--- src/rtl/mem_stage_if.sv ---
// MEM-stage pipeline and data-memory signals, bundled so the controller and its
// environment share one definition.
interface mem_stage_if;
  logic        memreadM;
  logic        memwriteM;
  logic [31:0] aluoutM;
  logic [31:0] writedataM;
  logic        mem_ready;
  logic [31:0] mem_rdata;
  logic        mem_req;
  logic        mem_we;
  logic [31:0] mem_addr;
  logic [31:0] mem_wdata;
  logic [31:0] readdataM;
  logic        stallM;
  logic        wb_enable;
  logic        bubbleW;
  logic        timeout_err;
  logic        proto_err;
  logic [15:0] stall_cycles;

  // Controller side.
  modport master (
    input  memreadM, memwriteM, aluoutM, writedataM, mem_ready, mem_rdata,
    output mem_req, mem_we, mem_addr, mem_wdata, readdataM, stallM, wb_enable,
    output bubbleW, timeout_err, proto_err, stall_cycles
  );

  // Pipeline and memory side.
  modport slave (
    output memreadM, memwriteM, aluoutM, writedataM, mem_ready, mem_rdata,
    input  mem_req, mem_we, mem_addr, mem_wdata, readdataM, stallM, wb_enable,
    input  bubbleW, timeout_err, proto_err, stall_cycles
  );
endinterface

--- src/rtl/mem_stage_ctrl.sv ---
// MEM-stage data-memory controller: stalls the pipeline while one load/store is
// in flight, with timeout abort and sticky error flags.
module mem_stage_ctrl #(
  parameter int unsigned TIMEOUT  = 64,
  parameter logic [31:0] ERR_DATA = 32'hDEADBEEF
) (
  input logic         clk,
  input logic         reset,
  mem_stage_if.master bus
);

  localparam int unsigned CntW = $clog2(TIMEOUT + 1);

  typedef enum logic [1:0] {StIdle, StAccess, StDone} state_e;

  state_e            stateQ;
  state_e            curState;
  logic [31:0]       addrQ;
  logic [31:0]       wdataQ;
  logic              weQ;
  logic [31:0]       readdataQ;
  logic              timeoutErrQ;
  logic              protoErrQ;
  logic [15:0]       stallCntQ;
  logic [CntW-1:0]   cycCntQ;
  logic              newOp;
  logic              inAccess;
  logic              stall;

  // While reset is held the block behaves as if already in IDLE.
  always_comb begin
    curState = reset ? StIdle : stateQ;
    newOp    = (curState == StIdle) && (bus.memreadM || bus.memwriteM);
    inAccess = (curState == StAccess);
    stall    = newOp || inAccess;
  end

  always_comb begin
    bus.stallM       = stall;
    bus.bubbleW      = stall;
    bus.wb_enable    = !stall;
    bus.mem_req      = inAccess;
    bus.mem_we       = inAccess && weQ;
    bus.mem_addr     = inAccess ? addrQ : 32'h0;
    bus.mem_wdata    = inAccess ? wdataQ : 32'h0;
    bus.readdataM    = readdataQ;
    bus.timeout_err  = timeoutErrQ;
    bus.proto_err    = protoErrQ;
    bus.stall_cycles = stallCntQ;
  end

  always_ff @(posedge clk) begin
    if (reset) begin
      stateQ      <= StIdle;
      addrQ       <= 32'h0;
      wdataQ      <= 32'h0;
      weQ         <= 1'b0;
      readdataQ   <= 32'h0;
      timeoutErrQ <= 1'b0;
      protoErrQ   <= 1'b0;
      stallCntQ   <= 16'h0;
      cycCntQ     <= '0;
    end else begin
      if (stall && (stallCntQ != 16'hFFFF)) begin
        stallCntQ <= stallCntQ + 16'd1;
      end
      unique case (stateQ)
        StIdle: begin
          if (bus.memreadM || bus.memwriteM) begin
            // A store wins when both strobes are set.
            addrQ   <= bus.aluoutM;
            wdataQ  <= bus.writedataM;
            weQ     <= bus.memwriteM;
            cycCntQ <= '0;
            stateQ  <= StAccess;
            if (bus.memreadM && bus.memwriteM) begin
              protoErrQ <= 1'b1;
            end
          end
        end
        StAccess: begin
          cycCntQ <= cycCntQ + 1'b1;
          if (bus.mem_ready) begin
            if (!weQ) begin
              readdataQ <= bus.mem_rdata;
            end
            stateQ <= StDone;
          end else if (cycCntQ == CntW'(TIMEOUT - 1)) begin
            if (!weQ) begin
              readdataQ <= ERR_DATA;
            end
            timeoutErrQ <= 1'b1;
            stateQ      <= StDone;
          end
        end
        StDone:  stateQ <= StIdle;
        default: stateQ <= StIdle;
      endcase
    end
  end

endmodule

--- src/flat_wrapper.sv ---
// flat-port wrapper written by rule: the top's interface ports become plain ports
module mem_stage_ctrl_flat 
#(
  parameter int unsigned TIMEOUT  = 64,
  parameter logic [31:0] ERR_DATA = 32'hDEADBEEF
)
  (clk, reset, bus_memreadM, bus_memwriteM, bus_aluoutM, bus_writedataM, bus_mem_ready, bus_mem_rdata, bus_mem_req, bus_mem_we, bus_mem_addr, bus_mem_wdata, bus_readdataM, bus_stallM, bus_wb_enable, bus_bubbleW, bus_timeout_err, bus_proto_err, bus_stall_cycles);
  mem_stage_if bus_i ();
  input logic clk;
  input logic reset;
  input wire logic [$bits(bus_i.memreadM)-1:0] bus_memreadM;
  input wire logic [$bits(bus_i.memwriteM)-1:0] bus_memwriteM;
  input wire logic [$bits(bus_i.aluoutM)-1:0] bus_aluoutM;
  input wire logic [$bits(bus_i.writedataM)-1:0] bus_writedataM;
  input wire logic [$bits(bus_i.mem_ready)-1:0] bus_mem_ready;
  input wire logic [$bits(bus_i.mem_rdata)-1:0] bus_mem_rdata;
  output wire logic [$bits(bus_i.mem_req)-1:0] bus_mem_req;
  output wire logic [$bits(bus_i.mem_we)-1:0] bus_mem_we;
  output wire logic [$bits(bus_i.mem_addr)-1:0] bus_mem_addr;
  output wire logic [$bits(bus_i.mem_wdata)-1:0] bus_mem_wdata;
  output wire logic [$bits(bus_i.readdataM)-1:0] bus_readdataM;
  output wire logic [$bits(bus_i.stallM)-1:0] bus_stallM;
  output wire logic [$bits(bus_i.wb_enable)-1:0] bus_wb_enable;
  output wire logic [$bits(bus_i.bubbleW)-1:0] bus_bubbleW;
  output wire logic [$bits(bus_i.timeout_err)-1:0] bus_timeout_err;
  output wire logic [$bits(bus_i.proto_err)-1:0] bus_proto_err;
  output wire logic [$bits(bus_i.stall_cycles)-1:0] bus_stall_cycles;
  assign bus_i.memreadM = bus_memreadM;
  assign bus_i.memwriteM = bus_memwriteM;
  assign bus_i.aluoutM = bus_aluoutM;
  assign bus_i.writedataM = bus_writedataM;
  assign bus_i.mem_ready = bus_mem_ready;
  assign bus_i.mem_rdata = bus_mem_rdata;
  assign bus_mem_req = bus_i.mem_req;
  assign bus_mem_we = bus_i.mem_we;
  assign bus_mem_addr = bus_i.mem_addr;
  assign bus_mem_wdata = bus_i.mem_wdata;
  assign bus_readdataM = bus_i.readdataM;
  assign bus_stallM = bus_i.stallM;
  assign bus_wb_enable = bus_i.wb_enable;
  assign bus_bubbleW = bus_i.bubbleW;
  assign bus_timeout_err = bus_i.timeout_err;
  assign bus_proto_err = bus_i.proto_err;
  assign bus_stall_cycles = bus_i.stall_cycles;
  mem_stage_ctrl #(.TIMEOUT(TIMEOUT), .ERR_DATA(ERR_DATA)) u_core (.clk(clk), .reset(reset), .bus(bus_i));
endmodule
--- config.mk ---
export PLATFORM = sky130hd
export DESIGN_NAME = mem_stage_ctrl_flat
export DESIGN_NICKNAME = d
export VERILOG_FILES = /design/src/rtl/mem_stage_if.sv /design/src/rtl/mem_stage_ctrl.sv /design/src/flat_wrapper.sv
export SDC_FILE = /design/constraint.sdc
export NUM_CORES = 1
export LEC_CHECK = 0
export ABC_CLOCK_PERIOD_IN_PS = 1600
export BUFFER_PORTS_ARGS = -buffer_cell sky130_fd_sc_hd__buf_2
export CORE_ASPECT_RATIO = 2
export CORE_MARGIN = 2
export CORE_UTILIZATION = 44
export CTS_CLUSTER_DIAMETER = 80
export DETAILED_ROUTE_END_ITERATION = 8
export HOLD_SLACK_MARGIN = 0.15
export PLACE_DENSITY = 0.82
export RECOVER_POWER = 25
export SLEW_MARGIN = 30
export SYNTH_ARGS = -nofsm -noshare
export SYNTH_HDL_FRONTEND = slang
export SYNTH_SLANG_ARGS = --single-unit
--- constraint.sdc ---
create_clock -name clk -period 1.6 [get_ports clk]
set_input_delay 0.32 -clock clk [delete_from_list [all_inputs] [get_ports clk]]
set_output_delay 0.32 -clock clk [all_outputs]
set_load 0.005 [all_outputs]
Yosys cells after proc, flatten, opt, wreduce, memory -nomap -nowiden
Cells that the tools add are included.

storage, ports and cells
  flip-flop bits (word level) = 124
  bits of input ports = 101
  output and inout bits = 119
  word-level logic and storage cells = 49

operators by class
  add/subtract/negate cells = 2
  equal/unequal tests = 6
  mux-type cells = 13
  bitwise logic cells = 2
  reductions and logical operators = 17

operators by type and width
  operator                                                                 number
  32-bit 2-to-1 mux                                                        6
  16-bit by 1-bit adder with 16-bit output, second input constant          1
  16-bit inequality test, second input constant                            1
  7-bit one-hot mux with 2 select lines                                    1
  3-bit AND reduction                                                      3
  2-bit 2-to-1 mux                                                         4
  7-bit by 1-bit adder with 7-bit output, second input constant            1
  7-bit by 6-bit == test with 1-bit output, second input constant          1
  7-bit 2-to-1 mux                                                         1
  2-bit AND reduction                                                      3
  2-bit by 1-bit == test with 1-bit output, second input constant          2
  1-bit logical AND                                                        4
  2-bit logical NOT                                                        2
  2-bit one-hot mux with 2 select lines                                    1
  2-bit nonzero test                                                       2
  3-bit by 2-bit inequality test with 1-bit output, second input constant  1
  1-bit logical OR                                                         2
  2-bit by 1-bit inequality test with 1-bit output, second input constant  1
  1-bit inverter                                                           2
  1-bit logical NOT                                                        1

Depth between registers and ports, before layout
  depth in word-level cells = 5
  depth in mapped cells = 7
  mapped depth without buffers = 5

Worst setup path after synthesis
Ideal clock, no wire load.

  path kind = flip-flop to flip-flop
  start = register u_core.cycCntQ[0]
  end = register u_core.readdataQ[10], in the netlist u_core.bus.readdataM[10]
  data arrival time = 1603 ps
  data required time = 1519 ps
  path slack = -84 ps
  cell stages (with the launch flop) = 8
  clock period less this slack = 1684 ps
  cells stage by stage = dfxtp_1 ha_1 nand3_2 o31a_1 or2_1 buf_6 buf_8 a211oi_2

between the ends
  longest elaborated chain between the ends = 3

RTL lines
  what                                      line                  text
  start, declared                           mem_stage_ctrl.sv:25  logic [CntW-1:0] cycCntQ;
  start signal, assigned                    mem_stage_ctrl.sv:82  cycCntQ <= cycCntQ + 1'b1;
  7-bit by 6-bit == test with 1-bit output  mem_stage_ctrl.sv:88  end else if (cycCntQ == CntW'(TIMEOUT - 1)) begin
  2-bit nonzero test (no source line)       --
  3-bit AND reduction (no source line)      --
  end signal, assigned                      mem_stage_ctrl.sv:85  readdataQ <= bus.mem_rdata;
  end, declared                             mem_stage_ctrl.sv:21  logic [31:0] readdataQ;

No other way between the ends.
A chain may end at the register's enable or synchronous reset.

Worst setup path after layout
  start = register u_core.stateQ[1]
  end = output bus_mem_wdata[5]

between the ends
  longest elaborated chain between the ends = 3

RTL lines
  what                                      line                  text
  start, declared                           mem_stage_ctrl.sv:16  state_e stateQ;
  start signal, assigned                    mem_stage_ctrl.sv:54  stateQ <= StIdle;
  start signal, assigned                    mem_stage_ctrl.sv:75  stateQ <= StAccess;
  start signal, assigned                    mem_stage_ctrl.sv:87  stateQ <= StDone;
  2-bit 2-to-1 mux                          mem_stage_ctrl.sv:32  curState = reset ? StIdle : stateQ;
  2-bit by 1-bit == test with 1-bit output  mem_stage_ctrl.sv:34  inAccess = (curState == StAccess);
  32-bit 2-to-1 mux                         mem_stage_ctrl.sv:45  bus.mem_wdata = inAccess ? wdataQ : 32'h0;
  end, declared                             flat_wrapper.sv:20    output wire logic [$bits(bus_i.mem_wdata)-1:0] bus_mem_wdata;

No other way between the ends.

==> results.cfg <==
[final_layout]
layout.nets = 1104
area_growth_pct = 63.4
diodes = 0
postLayoutCoreUtil = 0.737
drive_gt1_frac = 0.416

[route]
num_vias = 6357
antenna_left = 0
routed_wl_um = 21300
first_iter_violations = 460
via_per_inst = 5.48
drc = 0
routedWlPerCell_um = 18.3
first_pass_iters = 5

[grt]
grt_usage = 0.274
grt_pass1_wl_um = 29900
grt_pass1_vias = 6192
grt.overflow.total = 0
antenna_found_initial = 0
grt_max_degree = 98

[worst_setup_path]
cp.arrival_ps = 1600
worst-path-max-fanout = 13
end_kind = output pin
required_ps = 1280
crit_type = flop to output pin
start_kind = flop

[placed_design]
gp_congestion = 0.896
hpwlAfterDp_um = 11400
port_buffers = 219

[clock_network]
htreeDepth = 4
clock_sinks = 124
cts_tree = built
clk_pin_slew_ps = 60
clk_path_buf_depth = 2
clock_latency_ps = 410
cts_root_buf = clkbuf_16
cts_buffers = 17

[worst_hold_path]
hp-class = primary input to flop

[yosys]
yosysTopAreaCell = dfxtp_1
synth-xor-area-share = 0
async_flop_share = 0
synthAdderAreaFrac = 0.00458
synth_edf_count = 0
yosysWarningCount = 0
syn_area_um2 = 5470
synth-simple-area-share = 0.279
synth_top_family_by_area = simple AND/OR/NAND/NOR gates
ys_seq_elements = 124
synthTopCellsByArea = dfxtp_1 45%, nand2_1 10%, a21oi_1 7.7%
synth_ff_type = dfxtp_1
synthMuxAreaShare = 0.00801
synthCells = 684
synth_commonest_cells = 147 x nand2_1, 124 x dfxtp_1, 84 x a21oi_1
synth_nets = 787
synth_compound_area_frac = 0.186
yosysSeqAreaShare = 0.454
syn_area_per_cell_um2 = 8.00
synth.most_common_cell = nand2_1
synth_cell_types = 53
synth_top_area_frac = 0.454

[die]
die_area_um2 = 13400
die_h_um = 162
num_rows = 57
start_util = 0.451
die_w_um = 82.8
core_um2 = 12100
pin_count = 220

[timing]
relSlewSlack = 0.651
fin_ws_ps = -315
rsz0062_at_grt = true
skew_ps = 17.1
fmaxAchievable_mhz = 522
worstMarginPinSlew_ps = 524
finalSetupViolations = 88
hold_viol = 0
min_period_over_period = 1.20
finalMaxSlewViolations = 0
layout_min_cycle_time_ps = 1920

[power]
power_mw = 9.24
vdd_drop_max_v = 0.000876
p_per_area_nw_per_um2 = 1030
leakage_nw = 4.14

[flow_run]
drv_cap = 0

[outcome]
failed_checks = negative setup slack
status = finished with violations
[where the power goes]
| part | internal [mW] | leakage, nW | switching, mW | total, mW |
|---|---|---|---|---|
| Combinational | 0.856 | 2.83 | 0.915 | 1.77 |
| Sequential | 3.32 | 1.02 | 0.136 | 3.46 |
| Clock | 2.54 | 0.288 | 1.47 | 4.01 |
| Total | 6.72 | 4.14 | 2.52 | 9.24 |
[worst max-delay path: stages (launching register included)]
cell	delay, ps
dfxtp_2	310
and2b_4	300
buf_4	150
buf_16	130
and3_1	160
buf_2	130
[layout make-up]
cell class,instances,area [um2]
sequential,124,2500
timing repair buffer,353,2520
tap,147,184
inverter,29,109
clock inverter,13,164
multi-input combinational,476,3000
clock buffer,19,453
fill,852,3190
[metal layers]
| metal | part of all wire | global-route usage | up-vias |
|---|---|---|---|
| met4 | 0.047 | 0.138 | 0 |
| met5 | 0 | 0 | - |
| met2 | 0.55 | 0.524 | 307 |
| li1 | - | - | 2979 |
| met3 | 0.053 | 0.0539 | 81 |
| met1 | 0.35 | 0.277 | 2990 |
[what timing repair did]
item | CTS | global route
pin swaps | 10 | 41
setup buffers | 13 | 13
hold buffers | 50 | 0
cloned | 4 | 4
endpoints found under the setup margin | 93 | 95
resized for setup | 34 | 75
hold endpoints to repair | 50 | 0
[registers in the layout (all words and copies together) (netlist names)]
signal / flops
u_core.stateQ: 2
u_core.bus.stall_cycles: 16
u_core.cycCntQ: 7
u_core.bus.proto_err: 1
u_core.bus.timeout_err: 1
u_core.addrQ: 32
u_core.bus.readdataM: 32
u_core.wdataQ: 32
u_core.weQ: 1
[cells in the final DEF, fill, tap and decap left out, drive strengths merged, types with 3 or more instances in the layout]
master,count
a211oi,27
nand4,5
inv,32
o211ai,4
nand3,15
or2,3
and3,66
nand2b,4
bufinv,3
nand2,147
dfxtp,124
dlygate4sd3,50
o31ai,3
nor3,7
o21ai,11
clkbuf,40
mux2,3
clkinvlp,5
and2,5
nor2b,5
a31oi,6
or4,5
a21oi,84
nor4,6
nor2,46
buf,282
[worst paths after layout]
kind,startpoint,slack [ps],to,depth (start not counted)
max,u_core.stateQ[1]$_SDFFE_PP0P_,-320,bus_mem_wdata[5],5
min,bus_aluoutM[20],140,u_core.addrQ[20]$_SDFFE_PP0P_,3
max reg2reg,u_core.stateQ[0]$_SDFFE_PP0P_,-170,u_core.bus.stall_cycles[11]$_SDFFE_PP0P_,7
min reg2reg,u_core.addrQ[30]$_SDFFE_PP0P_,450,u_core.addrQ[30]$_SDFFE_PP0P_,2
[stage by stage]
stage | hold slack [ps] | cell area (um2) | setup WS, ps | instances | TNS, ps
final | 139 | 8940 | -315 | 1161 | -19040
after global routing | 149 | 8940 | -357 | 1161 | -25290
after CTS | 152 | 8410 | -326 | 1144 | -17130
after detailed placement | 440 | 6970 | -112 | 1046 | -862
after global placement | 437 | 6970 | -80.8 | 1046 | -278
after floorplan | 432 | 5480 | 7.40 | 684 | 0
[kinds of logic (layout without fill, tap and decap cells)]
kind of cell | after synthesis | in the layout
adder cells (fa/ha/maj) | 2 | 2
AO/OA/AOI/OAI | 150 | 150
multiplexers | 4 | 4
flip-flops | 124 | 124
AND/OR/NAND/NOR | 320 | 320
buffers and inverters | 84 | 414
No activity file was read; power rests on OpenSTA's default activity.
